## src/rtl/load_store_unit.sv

```systemverilog
// Load/store unit: one outstanding access, byte-lane steering, load extension, bus timeout.
// Define MISALIGN_TRAP_EN to trap accesses not naturally aligned to their size.
module load_store_unit #(
  parameter int DATA_WIDTH     = 32,
  parameter int TIMEOUT_CYCLES = 15
) (
  input  logic                    clk,
  input  logic                    rst,
  input  logic                    valid,
  input  logic                    load,
  input  logic                    store,
  input  logic [2:0]              fun3,
  input  logic [DATA_WIDTH-1:0]   alu_out_address,
  input  logic [DATA_WIDTH-1:0]   operand_b,
  input  logic                    data_valid,
  input  logic [DATA_WIDTH-1:0]   wrap_load_in,
  output logic                    request,
  output logic                    we_re,
  output logic [DATA_WIDTH/8-1:0] mask,
  output logic [DATA_WIDTH-1:0]   mem_address,
  output logic [DATA_WIDTH-1:0]   store_data_out,
  output logic [DATA_WIDTH-1:0]   wrap_load_out,
  output logic                    done,
  output logic                    stall,
  output logic                    bus_error,
  output logic                    misaligned
);

  localparam int NB    = DATA_WIDTH / 8;
  localparam int OFF_W = $clog2(NB);
  localparam int CNT_W = $clog2(TIMEOUT_CYCLES + 1);

  typedef enum logic [1:0] {
    IDLE,
    ACCESS,
    DONE
  } state_t;

  state_t state, state_next;

  logic [DATA_WIDTH-1:0] addr_q;
  logic [DATA_WIDTH-1:0] opb_q;
  logic [2:0]            fun3_q;
  logic                  store_q;
  logic                  bus_err_q;
  logic [CNT_W-1:0]      wait_cnt;

  logic                  start;
  logic                  in_supported;
  logic                  timeout;
  logic                  set_err;
  logic [OFF_W-1:0]      off_eff;
  logic [NB-1:0]         mask_c;
  logic [DATA_WIDTH-1:0] load_shifted;
  logic [DATA_WIDTH-1:0] load_ext;

  // Store codes with fun3[2] set do not exist; dword and LWU need the 64-bit datapath.
  function automatic logic fun3_supported(input logic [2:0] f, input logic st);
    logic ok;
    ok = 1'b1;
    if (st) begin
      ok = !f[2] && ((f[1:0] != 2'b11) || (DATA_WIDTH == 64));
    end else begin
      case (f)
        3'b011, 3'b110: ok = (DATA_WIDTH == 64);
        3'b111:         ok = 1'b0;
        default:        ok = 1'b1;
      endcase
    end
    return ok;
  endfunction

  function automatic logic [OFF_W-1:0] size_lsbs(input logic [1:0] sz);
    return OFF_W'((32'd1 << sz) - 32'd1);
  endfunction

  assign start        = (state == IDLE) && valid && (load ^ store);
  assign in_supported = fun3_supported(fun3, store);
  assign timeout      = (wait_cnt == CNT_W'(TIMEOUT_CYCLES - 1));

`ifdef MISALIGN_TRAP_EN
  logic in_misaligned;
  logic set_mis;
  logic mis_q;

  assign in_misaligned = (alu_out_address[OFF_W-1:0] & size_lsbs(fun3[1:0])) != '0;
  assign set_mis       = start && in_supported && in_misaligned;
  assign misaligned    = done & mis_q;

  always_ff @(posedge clk or negedge rst) begin
    if (!rst) begin
      mis_q <= 1'b0;
    end else if (start) begin
      mis_q <= set_mis;
    end
  end
`else
  assign misaligned = 1'b0;
`endif

  always_comb begin
    state_next = state;
    stall      = 1'b0;
    set_err    = 1'b0;
    case (state)
      IDLE: begin
        if (start) begin
          stall = 1'b1;
          if (!in_supported) begin
            set_err    = 1'b1;
            state_next = DONE;
          end
`ifdef MISALIGN_TRAP_EN
          else if (in_misaligned) begin
            state_next = DONE;
          end
`endif
          else begin
            state_next = ACCESS;
          end
        end
      end
      ACCESS: begin
        stall = 1'b1;
        // A late acknowledge on the final wait cycle still wins over the timeout.
        if (data_valid) begin
          state_next = DONE;
        end else if (timeout) begin
          set_err    = 1'b1;
          state_next = DONE;
        end
      end
      DONE: begin
        state_next = IDLE;
      end
      default: begin
        state_next = IDLE;
      end
    endcase
  end

  always_ff @(posedge clk or negedge rst) begin
    if (!rst) begin
      state         <= IDLE;
      addr_q        <= '0;
      opb_q         <= '0;
      fun3_q        <= '0;
      store_q       <= 1'b0;
      bus_err_q     <= 1'b0;
      wait_cnt      <= '0;
      wrap_load_out <= '0;
    end else begin
      state <= state_next;
      if (start) begin
        addr_q    <= alu_out_address;
        opb_q     <= operand_b;
        fun3_q    <= fun3;
        store_q   <= store;
        bus_err_q <= set_err;
      end else if (state == ACCESS) begin
        bus_err_q <= set_err;
      end
      wait_cnt <= ((state == ACCESS) && !data_valid) ? wait_cnt + 1'b1 : '0;
      if ((state == ACCESS) && data_valid && !store_q) begin
        wrap_load_out <= load_ext;
      end
    end
  end

  // Offset bits below the access size are dropped so lanes always stay naturally aligned.
  assign off_eff = addr_q[OFF_W-1:0] & ~size_lsbs(fun3_q[1:0]);

  always_comb begin
    mask_c = '0;
    for (int i = 0; i < NB; i++) begin
      if ((i >= int'(off_eff)) && (i < int'(off_eff) + (1 << fun3_q[1:0]))) begin
        mask_c[i] = 1'b1;
      end
    end
  end

  assign load_shifted = wrap_load_in >> {off_eff, 3'b000};

  always_comb begin
    load_ext = load_shifted;
    case (fun3_q[1:0])
      2'b00:   load_ext = fun3_q[2] ? DATA_WIDTH'(load_shifted[7:0])
                                    : DATA_WIDTH'($signed(load_shifted[7:0]));
      2'b01:   load_ext = fun3_q[2] ? DATA_WIDTH'(load_shifted[15:0])
                                    : DATA_WIDTH'($signed(load_shifted[15:0]));
      2'b10:   load_ext = fun3_q[2] ? DATA_WIDTH'(load_shifted[31:0])
                                    : DATA_WIDTH'($signed(load_shifted[31:0]));
      default: load_ext = load_shifted;
    endcase
  end

  assign request        = (state == ACCESS);
  assign we_re          = request & store_q;
  assign mask           = request ? mask_c : '0;
  assign mem_address    = request ? {addr_q[DATA_WIDTH-1:OFF_W], {OFF_W{1'b0}}} : '0;
  assign store_data_out = request ? (opb_q << {off_eff, 3'b000}) : '0;
  assign done           = (state == DONE);
  assign bus_error      = done & bus_err_q;

endmodule

```

## config.mk

```make
export PLATFORM = sky130hd
export DESIGN_NAME = load_store_unit
export DESIGN_NICKNAME = d
export VERILOG_FILES = /design/src/rtl/load_store_unit.sv
export SDC_FILE = /design/constraint.sdc
export NUM_CORES = 1
export LEC_CHECK = 0
export BUFFER_PORTS_ARGS = -buffer_cell sky130_fd_sc_hd__buf_2
export CORE_MARGIN = 1.5
export CORE_UTILIZATION = 51
export CTS_BUF_LIST = sky130_fd_sc_hd__clkbuf_8
export DETAILED_ROUTE_END_ITERATION = 8
export PLACE_DENSITY_LB_ADDON = 0.25
export SYNTH_ARGS = -nofsm -noshare
export SYNTH_HDL_FRONTEND = slang
export SYNTH_SLANG_ARGS = --single-unit
```

## constraint.sdc

```tcl
create_clock -name clk -period 2.64 [get_ports clk]
set_clock_uncertainty 0.05 [all_clocks]
set_input_delay 0.132 -clock clk [delete_from_list [all_inputs] [get_ports clk]]
set_output_delay 0.132 -clock clk [all_outputs]
set_load 0.01 [all_outputs]
```

==> flow_results.xml, run 1 <==
<?xml version="1.0" encoding="UTF-8"?>
<metrics>
  <group name="timing">
    <metric name="period_needed" unit="ps">2590</metric>
    <metric name="timing.final.ws_setup" unit="ps">48.4</metric>
    <metric name="final.setup.tns" unit="ps">0</metric>
    <metric name="slew_violations" unit="">0</metric>
    <metric name="slew_headroom" unit="">0.573</metric>
    <metric name="timing.final.setup_violations" unit="">0</metric>
    <metric name="report.final.hold_viol_count" unit="">0</metric>
    <metric name="whs" unit="ps">101</metric>
    <metric name="fmaxAchievable" unit="GHz">0.386</metric>
    <metric name="fin_crit_sh" unit="">0.982</metric>
    <metric name="worst_margin_pin_slew" unit="ps">639</metric>
  </group>
  <group name="job">
    <metric name="drv.max_cap_violation_count" unit="">0</metric>
  </group>
  <group name="route">
    <metric name="antenna_violating_nets_post_route" unit="">0</metric>
    <metric name="wire_per_inst" unit="µm">17.2</metric>
    <metric name="postRouteWirelength" unit="µm">16400</metric>
    <metric name="vias_per_cell" unit="">5.48</metric>
    <metric name="starting_drc_count_in_detailed_routing" unit="">289</metric>
    <metric name="route.vias.total" unit="">5236</metric>
    <metric name="post-route-drc-count" unit="">0</metric>
    <metric name="first_pass_iters" unit="">5</metric>
  </group>
  <group name="cts">
    <metric name="clkTransAtPathRegs" unit="ps">100</metric>
    <metric name="clock-sinks" unit="">107</metric>
    <metric name="cts_root_buf" unit="">sky130_fd_sc_hd__clkbuf_8</metric>
    <metric name="cts_buffers" unit="">9</metric>
    <metric name="clock_tree_from_tritoncts" unit="">done</metric>
    <metric name="insertion_delay_to_the_later_sink_of_the_worst_skew_pair" unit="ps">370</metric>
    <metric name="cts-htree-levels" unit="">3</metric>
    <metric name="maximum_clock_path_buffer_count" unit="">2</metric>
  </group>
  <group name="worst_setup_path">
    <metric name="critical_path.cell_chain" unit="">buf_4 &gt; xnor2_1 &gt; nor2_1 &gt; ha_4 &gt; a311oi_1 &gt; a31oi_1 &gt; nor2_1 &gt; a211oi_1 &gt; buf_2</metric>
    <metric name="worstSetupStartpointType" unit="">flop</metric>
    <metric name="path_common_cell" unit="">sky130_fd_sc_hd__nor2_1</metric>
    <metric name="worstSetupPathType" unit="">flop to primary output</metric>
    <metric name="crit_path_max_fo" unit="">4</metric>
    <metric name="arrival" unit="ps">2410</metric>
    <metric name="worst-path-buf-inv" unit="">2</metric>
    <metric name="setup.worst_path.end_class" unit="">primary output</metric>
    <metric name="critical_path.max_stage_delay" unit="ps">460</metric>
    <metric name="worst_path_dominant_cell_family" unit="">compound AO/OA/AOI/OAI gates</metric>
    <metric name="critical_path.slowest_cell" unit="">sky130_fd_sc_hd__dfrtp_2</metric>
    <metric name="required_time_reported_for_the_critical_path_endpoint" unit="ps">2460</metric>
  </group>
  <group name="power_and_ir_drop">
    <metric name="totalPowerFinal" unit="mW">7.03</metric>
    <metric name="seq_power_share" unit="">0.383</metric>
    <metric name="power_density" unit="mW/mm²">887</metric>
    <metric name="cell_internal_pwr" unit="mW">4.37</metric>
    <metric name="clock_power_share" unit="">0.146</metric>
    <metric name="p_leak" unit="nW">3.89</metric>
    <metric name="sw_frac_of_total" unit="">0.378</metric>
    <metric name="power_frac_comb" unit="">0.471</metric>
    <metric name="switchingPower" unit="mW">2.66</metric>
    <metric name="vdd_ir_drop_max" unit="V">0.000457</metric>
  </group>
  <group name="floorplanning">
    <metric name="std_cell_rows" unit="">38</metric>
    <metric name="io-pin-count" unit="">211</metric>
    <metric name="core_region_area" unit="mm²">0.0108</metric>
    <metric name="design.die.area" unit="mm²">0.0117</metric>
    <metric name="floorplan.initialDensity" unit="">0.522</metric>
    <metric name="chipWidth" unit="µm">108</metric>
    <metric name="die_height" unit="µm">108</metric>
  </group>
  <group name="placement">
    <metric name="area_post_placement" unit="mm²">0.00681</metric>
    <metric name="place_inst" unit="">855</metric>
    <metric name="post-dp-hpwl" unit="µm">10300</metric>
    <metric name="placement.io_buffers" unit="">207</metric>
    <metric name="place_worst_setup_slack" unit="ps">183</metric>
    <metric name="globalplace.congestion" unit="">0.856</metric>
  </group>
  <group name="synth">
    <metric name="synth_cells" unit="">525</metric>
    <metric name="async_reset_ff_frac" unit="">1.00</metric>
    <metric name="yosys.area.top_type_share" unit="">0.475</metric>
    <metric name="synthFlopType" unit="">sky130_fd_sc_hd__dfrtp_1</metric>
    <metric name="synth_area_leader" unit="">sky130_fd_sc_hd__dfrtp_1</metric>
    <metric name="edff_count_synth" unit="">0</metric>
    <metric name="postSynthAreaPerCell" unit="µm²">10.7</metric>
    <metric name="synth_area" unit="mm²">0.00563</metric>
    <metric name="synth_top_cells_by_count" unit="">sky130_fd_sc_hd__dfrtp_1 (107), sky130_fd_sc_hd__mux2_2 (74), sky130_fd_sc_hd__nand2_1 (46)</metric>
    <metric name="synth.most_common_cell" unit="">sky130_fd_sc_hd__dfrtp_1</metric>
    <metric name="leading_post_synthesis_cells_by_cell_area" unit="">sky130_fd_sc_hd__dfrtp_1 (48%), sky130_fd_sc_hd__mux2_2 (15%), sky130_fd_sc_hd__and2_1 (3.8%), sky130_fd_sc_hd__a21oi_1 (3.1%), sky130_fd_sc_hd__nand2_1 (3.1%)</metric>
    <metric name="yosysUniqueCellTypes" unit="">45</metric>
    <metric name="ys_seq_elements" unit="">107</metric>
    <metric name="ys_seq_area_frac" unit="">0.475</metric>
    <metric name="yosys_warnings" unit="">0</metric>
  </group>
  <group name="layout">
    <metric name="post_layout_nonfiller_instances" unit="">956</metric>
    <metric name="stdcell_area" unit="mm²">0.00793</metric>
    <metric name="fill_cells" unit="">778</metric>
    <metric name="post_route_cells_drive_above_1_share" unit="">0.429</metric>
    <metric name="finish.utilization" unit="">0.735</metric>
    <metric name="antennaDiodeCount" unit="">0</metric>
    <metric name="finalNetCount" unit="">921</metric>
    <metric name="area_growth_syn_to_layout" unit="%">40.8</metric>
  </group>
  <group name="global_routing">
    <metric name="globalRouteTotalUtil" unit="">0.277</metric>
    <metric name="number_of_antenna_violations_at_the_first_check_in_global_routing" unit="">0</metric>
    <metric name="gr_ovfl_total" unit="">0</metric>
    <metric name="grt_max_degree" unit="">108</metric>
    <metric name="grt_first_pass_wirelength" unit="µm">25200</metric>
    <metric name="grt_pass1_vias" unit="">5123</metric>
  </group>
  <group name="hold_path">
    <metric name="timing.hold.worst.class" unit="">primary input to flop</metric>
  </group>
  <group name="status">
    <metric name="outcome" unit="">complete, no violations</metric>
  </group>
</metrics>
-- flip-flops by register name (all words and copies together) (netlist names) --
register	count
addr_q	32
bus_err_q	1
fun3_q	3
opb_q	32
state	2
store_q	1
wait_cnt	4
wrap_load_out	32
-- power by group through the flow --
stage	clock [mW]	sequential, mW	combinational (mW)
floorplan	0	2.69	1.95
global placement	0	2.67	2.92
global route	1.10	2.76	3.61
CTS	1.04	2.67	3.18
finish	1.03	2.69	3.31
detailed placement	0	2.70	2.98
-- repair_timing --
| item | CTS | global route |
|---|---|---|
| setup endpoints to repair | 20 | 16 |
| resized for setup | 11 | 10 |
| buffers inserted | 2 | 5 |
| hold endpoints to repair | 187 | 0 |
| pin swaps | 0 | 6 |
| hold buffers | 79 | 0 |
-- placed cells by master (no fill, tap or decap), types with 2 or more instances in the layout --
cell and count:
sky130_fd_sc_hd__clkbuf_8 10, sky130_fd_sc_hd__mux2i_1 13, sky130_fd_sc_hd__nor2_2 2, sky130_fd_sc_hd__a211oi_2 3, sky130_fd_sc_hd__a311oi_1 2, sky130_fd_sc_hd__nor2_1 27
sky130_fd_sc_hd__inv_1 8, sky130_fd_sc_hd__a31oi_1 2, sky130_fd_sc_hd__nand3_1 10, sky130_fd_sc_hd__xnor2_1 2, sky130_fd_sc_hd__and2_1 33, sky130_fd_sc_hd__buf_4 26
sky130_fd_sc_hd__mux2_2 74, sky130_fd_sc_hd__o22a_1 16, sky130_fd_sc_hd__a21boi_0 2, sky130_fd_sc_hd__nand2_2 2, sky130_fd_sc_hd__ha_4 2, sky130_fd_sc_hd__dfrtp_1 103
sky130_fd_sc_hd__nand2b_1 3, sky130_fd_sc_hd__dfrtp_2 4, sky130_fd_sc_hd__a211oi_1 22, sky130_fd_sc_hd__nor3_1 5, sky130_fd_sc_hd__ha_1 2, sky130_fd_sc_hd__buf_2 206
sky130_fd_sc_hd__conb_1 3, sky130_fd_sc_hd__a21oi_1 35, sky130_fd_sc_hd__xor2_1 2, sky130_fd_sc_hd__buf_12 2, sky130_fd_sc_hd__o41ai_1 2, sky130_fd_sc_hd__dlygate4sd3_1 79
sky130_fd_sc_hd__mux2i_2 3, sky130_fd_sc_hd__o21ai_0 11, sky130_fd_sc_hd__nand2_1 44, sky130_fd_sc_hd__a2bb2oi_1 7, sky130_fd_sc_hd__and3_1 26, sky130_fd_sc_hd__clkinv_4 2
-- worst register-to-register path: cells and delay by family, from the launching register on --
family,cells,cell delay (ps)
AO/OA/AOI/OAI,3,910
flip-flops,1,460
AND/OR/NAND/NOR,2,330
adder cells (fa/ha/maj),1,300
buffers and inverters,2,240
-- final cells by class --
class	instances	area, µm²	area share
Clock buffer	10	138	0.0174
Clock inverter	5	55.1	0.00694
Inverter	8	35.0	0.00442
Multi-Input combinational cell	371	2760	0.348
Sequential cell	107	2680	0.338
Tap cell	140	175	0.0221
Timing Repair Buffer	315	2080	0.263
-- cells by family after synthesis --
family / synth area share
XOR/XNOR: 0.00622
adder cells (fa/ha/maj): 0.00889
other: 0.000666
AO/OA/AOI/OAI: 0.142
multiplexers: 0.176
AND/OR/NAND/NOR: 0.142
buffers and inverters: 0.0484
flip-flops: 0.475
-- final timing paths --
check,startpoint,to,slack (ps),cells past startpoint
worst max-delay path,fun3_q[0],mask[0],50,9
worst min-delay path,wrap_load_in[21],wrap_load_out[13],100,4
worst max register to register,fun3_q[0],wrap_load_out[18],300,8
worst min register to register,addr_q[18],addr_q[18],450,1
max in group asynchronous,rst,wrap_load_out[14],1770,3
min in group asynchronous,rst,addr_q[6],280,3
-- metal layers --
layer / part of all wire / global-route usage / up-vias
li1: - / - / 2435
met1: 0.41 / 0.346 / 2559
met2: 0.51 / 0.481 / 212
met3: 0.060 / 0.0518 / 30
met4: 0.019 / 0.0949 / 0
met5: 0 / 0 / -
(Power assumes the default switching activity.)
==> run 2, diff against run 1 <==
Settings changed: CORE_MARGIN 1.5 to 10, CORE_UTILIZATION 51 to 55, GPL_TIMING_DRIVEN from default to 0.
Clock period 2.64 ns to 3 ns, I/O delays scaled along.
==> flow_results.xml, run 2 (synthesized netlist as in run 1, its figures left out) <==
<?xml version="1.0" encoding="UTF-8"?>
<metrics>
  <group name="route">
    <metric name="first_pass_iters" unit="">5</metric>
    <metric name="wire_per_inst" unit="µm">20.4</metric>
    <metric name="post-route-drc-count" unit="">0</metric>
    <metric name="route.vias.total" unit="">5507</metric>
    <metric name="postRouteWirelength" unit="µm">19600</metric>
    <metric name="starting_drc_count_in_detailed_routing" unit="">393</metric>
    <metric name="antenna_violating_nets_post_route" unit="">0</metric>
    <metric name="vias_per_cell" unit="">5.72</metric>
  </group>
  <group name="floorplanning">
    <metric name="chipWidth" unit="µm">121</metric>
    <metric name="design.die.area" unit="mm²">0.0147</metric>
    <metric name="floorplan.initialDensity" unit="">0.571</metric>
    <metric name="std_cell_rows" unit="">36</metric>
    <metric name="die_height" unit="µm">121</metric>
    <metric name="core_region_area" unit="mm²">0.00986</metric>
    <metric name="io-pin-count" unit="">211</metric>
  </group>
  <group name="worst_setup_path">
    <metric name="crit_path_max_fo" unit="">10</metric>
    <metric name="path_common_cell" unit="">sky130_fd_sc_hd__buf_2</metric>
    <metric name="critical_path.cell_chain" unit="">buf_2 &gt; nor2_4 &gt; inv_1 &gt; ha_4 &gt; clkbuf_8 &gt; and2_1 &gt; buf_6 &gt; clkbuf_16 &gt; mux2i_4 &gt; a211oi_1 &gt; buf_2</metric>
    <metric name="worstSetupStartpointType" unit="">flop</metric>
    <metric name="critical_path.slowest_cell" unit="">sky130_fd_sc_hd__dfrtp_1</metric>
    <metric name="arrival" unit="ps">2670</metric>
    <metric name="worstSetupPathType" unit="">flop to primary output</metric>
    <metric name="required_time_reported_for_the_critical_path_endpoint" unit="ps">2800</metric>
    <metric name="setup.worst_path.end_class" unit="">primary output</metric>
    <metric name="critical_path.max_stage_delay" unit="ps">360</metric>
  </group>
  <group name="power_and_ir_drop">
    <metric name="p_leak" unit="nW">3.90</metric>
    <metric name="totalPowerFinal" unit="mW">6.33</metric>
    <metric name="power_density" unit="mW/mm²">791</metric>
    <metric name="vdd_ir_drop_max" unit="V">0.000455</metric>
  </group>
  <group name="status">
    <metric name="outcome" unit="">complete, no violations</metric>
  </group>
  <group name="cts">
    <metric name="cts_buffers" unit="">9</metric>
    <metric name="cts_root_buf" unit="">sky130_fd_sc_hd__clkbuf_8</metric>
    <metric name="clock_tree_from_tritoncts" unit="">done</metric>
    <metric name="clkTransAtPathRegs" unit="ps">100</metric>
    <metric name="insertion_delay_to_the_later_sink_of_the_worst_skew_pair" unit="ps">380</metric>
    <metric name="maximum_clock_path_buffer_count" unit="">2</metric>
    <metric name="clock-sinks" unit="">107</metric>
    <metric name="cts-htree-levels" unit="">3</metric>
  </group>
  <group name="timing">
    <metric name="slew_violations" unit="">0</metric>
    <metric name="grt_setup_unrepaired" unit="">no</metric>
    <metric name="worst_margin_pin_slew" unit="ps">891</metric>
    <metric name="fmaxAchievable" unit="GHz">0.349</metric>
    <metric name="whs" unit="ps">13.7</metric>
    <metric name="final.setup.tns" unit="ps">0</metric>
    <metric name="fin_crit_sh" unit="">0.956</metric>
    <metric name="period_needed" unit="ps">2870</metric>
    <metric name="slew_headroom" unit="">0.400</metric>
    <metric name="report.final.hold_viol_count" unit="">0</metric>
    <metric name="timing.final.setup_violations" unit="">0</metric>
  </group>
  <group name="placement">
    <metric name="globalplace.congestion" unit="">0.958</metric>
    <metric name="place_inst" unit="">867</metric>
    <metric name="placement.io_buffers" unit="">206</metric>
    <metric name="post-dp-hpwl" unit="µm">13500</metric>
  </group>
  <group name="layout">
    <metric name="most_common_cell_after_layout_fill_and_taps_aside" unit="">sky130_fd_sc_hd__buf_2</metric>
    <metric name="final_cell_mix" unit="">sky130_fd_sc_hd__buf_2 (210), sky130_fd_sc_hd__dfrtp_1 (107), sky130_fd_sc_hd__dlygate4sd3_1 (77)</metric>
    <metric name="final-seq-area" unit="mm²">0.00268</metric>
    <metric name="post_layout_nonfiller_instances" unit="">962</metric>
    <metric name="multi_input_area" unit="mm²">0.00279</metric>
    <metric name="area_growth_syn_to_layout" unit="%">42.1</metric>
    <metric name="largest_registers" unit="">addr_q (32), opb_q (32), wrap_load_out (32)</metric>
    <metric name="post_route_cells_drive_above_1_share" unit="">0.407</metric>
    <metric name="finalNetCount" unit="">933</metric>
    <metric name="finish.utilization" unit="">0.812</metric>
    <metric name="fill_cells" unit="">617</metric>
  </group>
  <group name="global_routing">
    <metric name="grt_pass1_vias" unit="">5810</metric>
    <metric name="gr_ovfl_total" unit="">0</metric>
    <metric name="grt_first_pass_wirelength" unit="µm">30700</metric>
    <metric name="grt_max_degree" unit="">59</metric>
    <metric name="number_of_antenna_violations_at_the_first_check_in_global_routing" unit="">2</metric>
    <metric name="globalRouteTotalUtil" unit="">0.261</metric>
  </group>
  <group name="hold_path">
    <metric name="timing.hold.worst.class" unit="">primary input to flop</metric>
  </group>
  <group name="job">
    <metric name="drv.max_cap_violation_count" unit="">0</metric>
  </group>
</metrics>
run 2: changes by cell type in the layout (fill, tap and decap cells not counted), sizes merged:
| cell | previous run | this run |
|---|---|---|
| clkinvlp | 1 | 0 |
| clkbuf | 10 | 23 |
| dlygate4sd3 | 79 | 77 |
| diode | 0 | 2 |
| inv | 8 | 9 |
run 2: report_power, final:
part           switching (mW)  leakage [nW]  internal [mW]
logic                    1.61          2.53           1.49
clock network           0.487        0.0992          0.395
registers               0.371          1.27           1.99
run 2: cell type report:
| class | count | share of cell area |
|---|---|---|
| diodes | 2 | 0.000625 |
| plain buffers | 38 | 0.0317 |
| clock buffers | 10 | 0.0172 |
| clock inverters | 4 | 0.00547 |
| inverters | 8 | 0.00531 |
| multi-input cells | 371 | 0.349 |
| flip-flops and latches | 107 | 0.334 |
| well taps | 133 | 0.0208 |
| repair buffers | 288 | 0.235 |
| repair inverters | 1 | 0.00109 |
run 2: worst paths after layout:
kind / slack [ps] / depth (start not counted) / end / from
setup / recovery: 130 / 11 / store_data_out[28] / fun3_q[0]
hold / removal: 10 / 3 / store_q / store
setup reg to reg: 490 / 11 / wrap_load_out[4] / fun3_q[0]
hold reg to reg: 450 / 1 / addr_q[13] / addr_q[13]
max in group asynchronous: 1910 / 3 / addr_q[22] / rst
min in group asynchronous: 290 / 2 / addr_q[31] / rst
run 2: worst max-delay path: cells and delay by family, from the launching register on:
family	cells	cell delay, ps
compound gates	1	280
fa+ha+maj	1	260
buf+inv	6	900
flops	1	360
mux	1	180
simple gates	2	300
run 2: metrics by stage:
step                      area [µm²]  setup slack, ps
final                           8010              131
after CTS                       7900             2.08
after floorplan                 5640              478
after detailed placement        6870             -165
after global routing            8010            0.457
after global placement          6840            -96.8
run 2: layer usage:
metal	GRT usage	vias up	part of all wire
li1	-	2462	-
met5	0	-	0
met3	0.0777	44	0.10
met1	0.296	2699	0.37
met2	0.447	302	0.50
met4	0.111	0	0.027
run 2: what timing repair did:
action / 4_1_cts / 5_1_grt
hold buffers: 77 / 0
hold endpoints to repair: 125 / 0
buffers inserted: 1 / 2
pin swaps: 1 / 2
resized for setup: 21 / 9
endpoints found under the setup margin: 36 / 29
cloned: 0 / 2
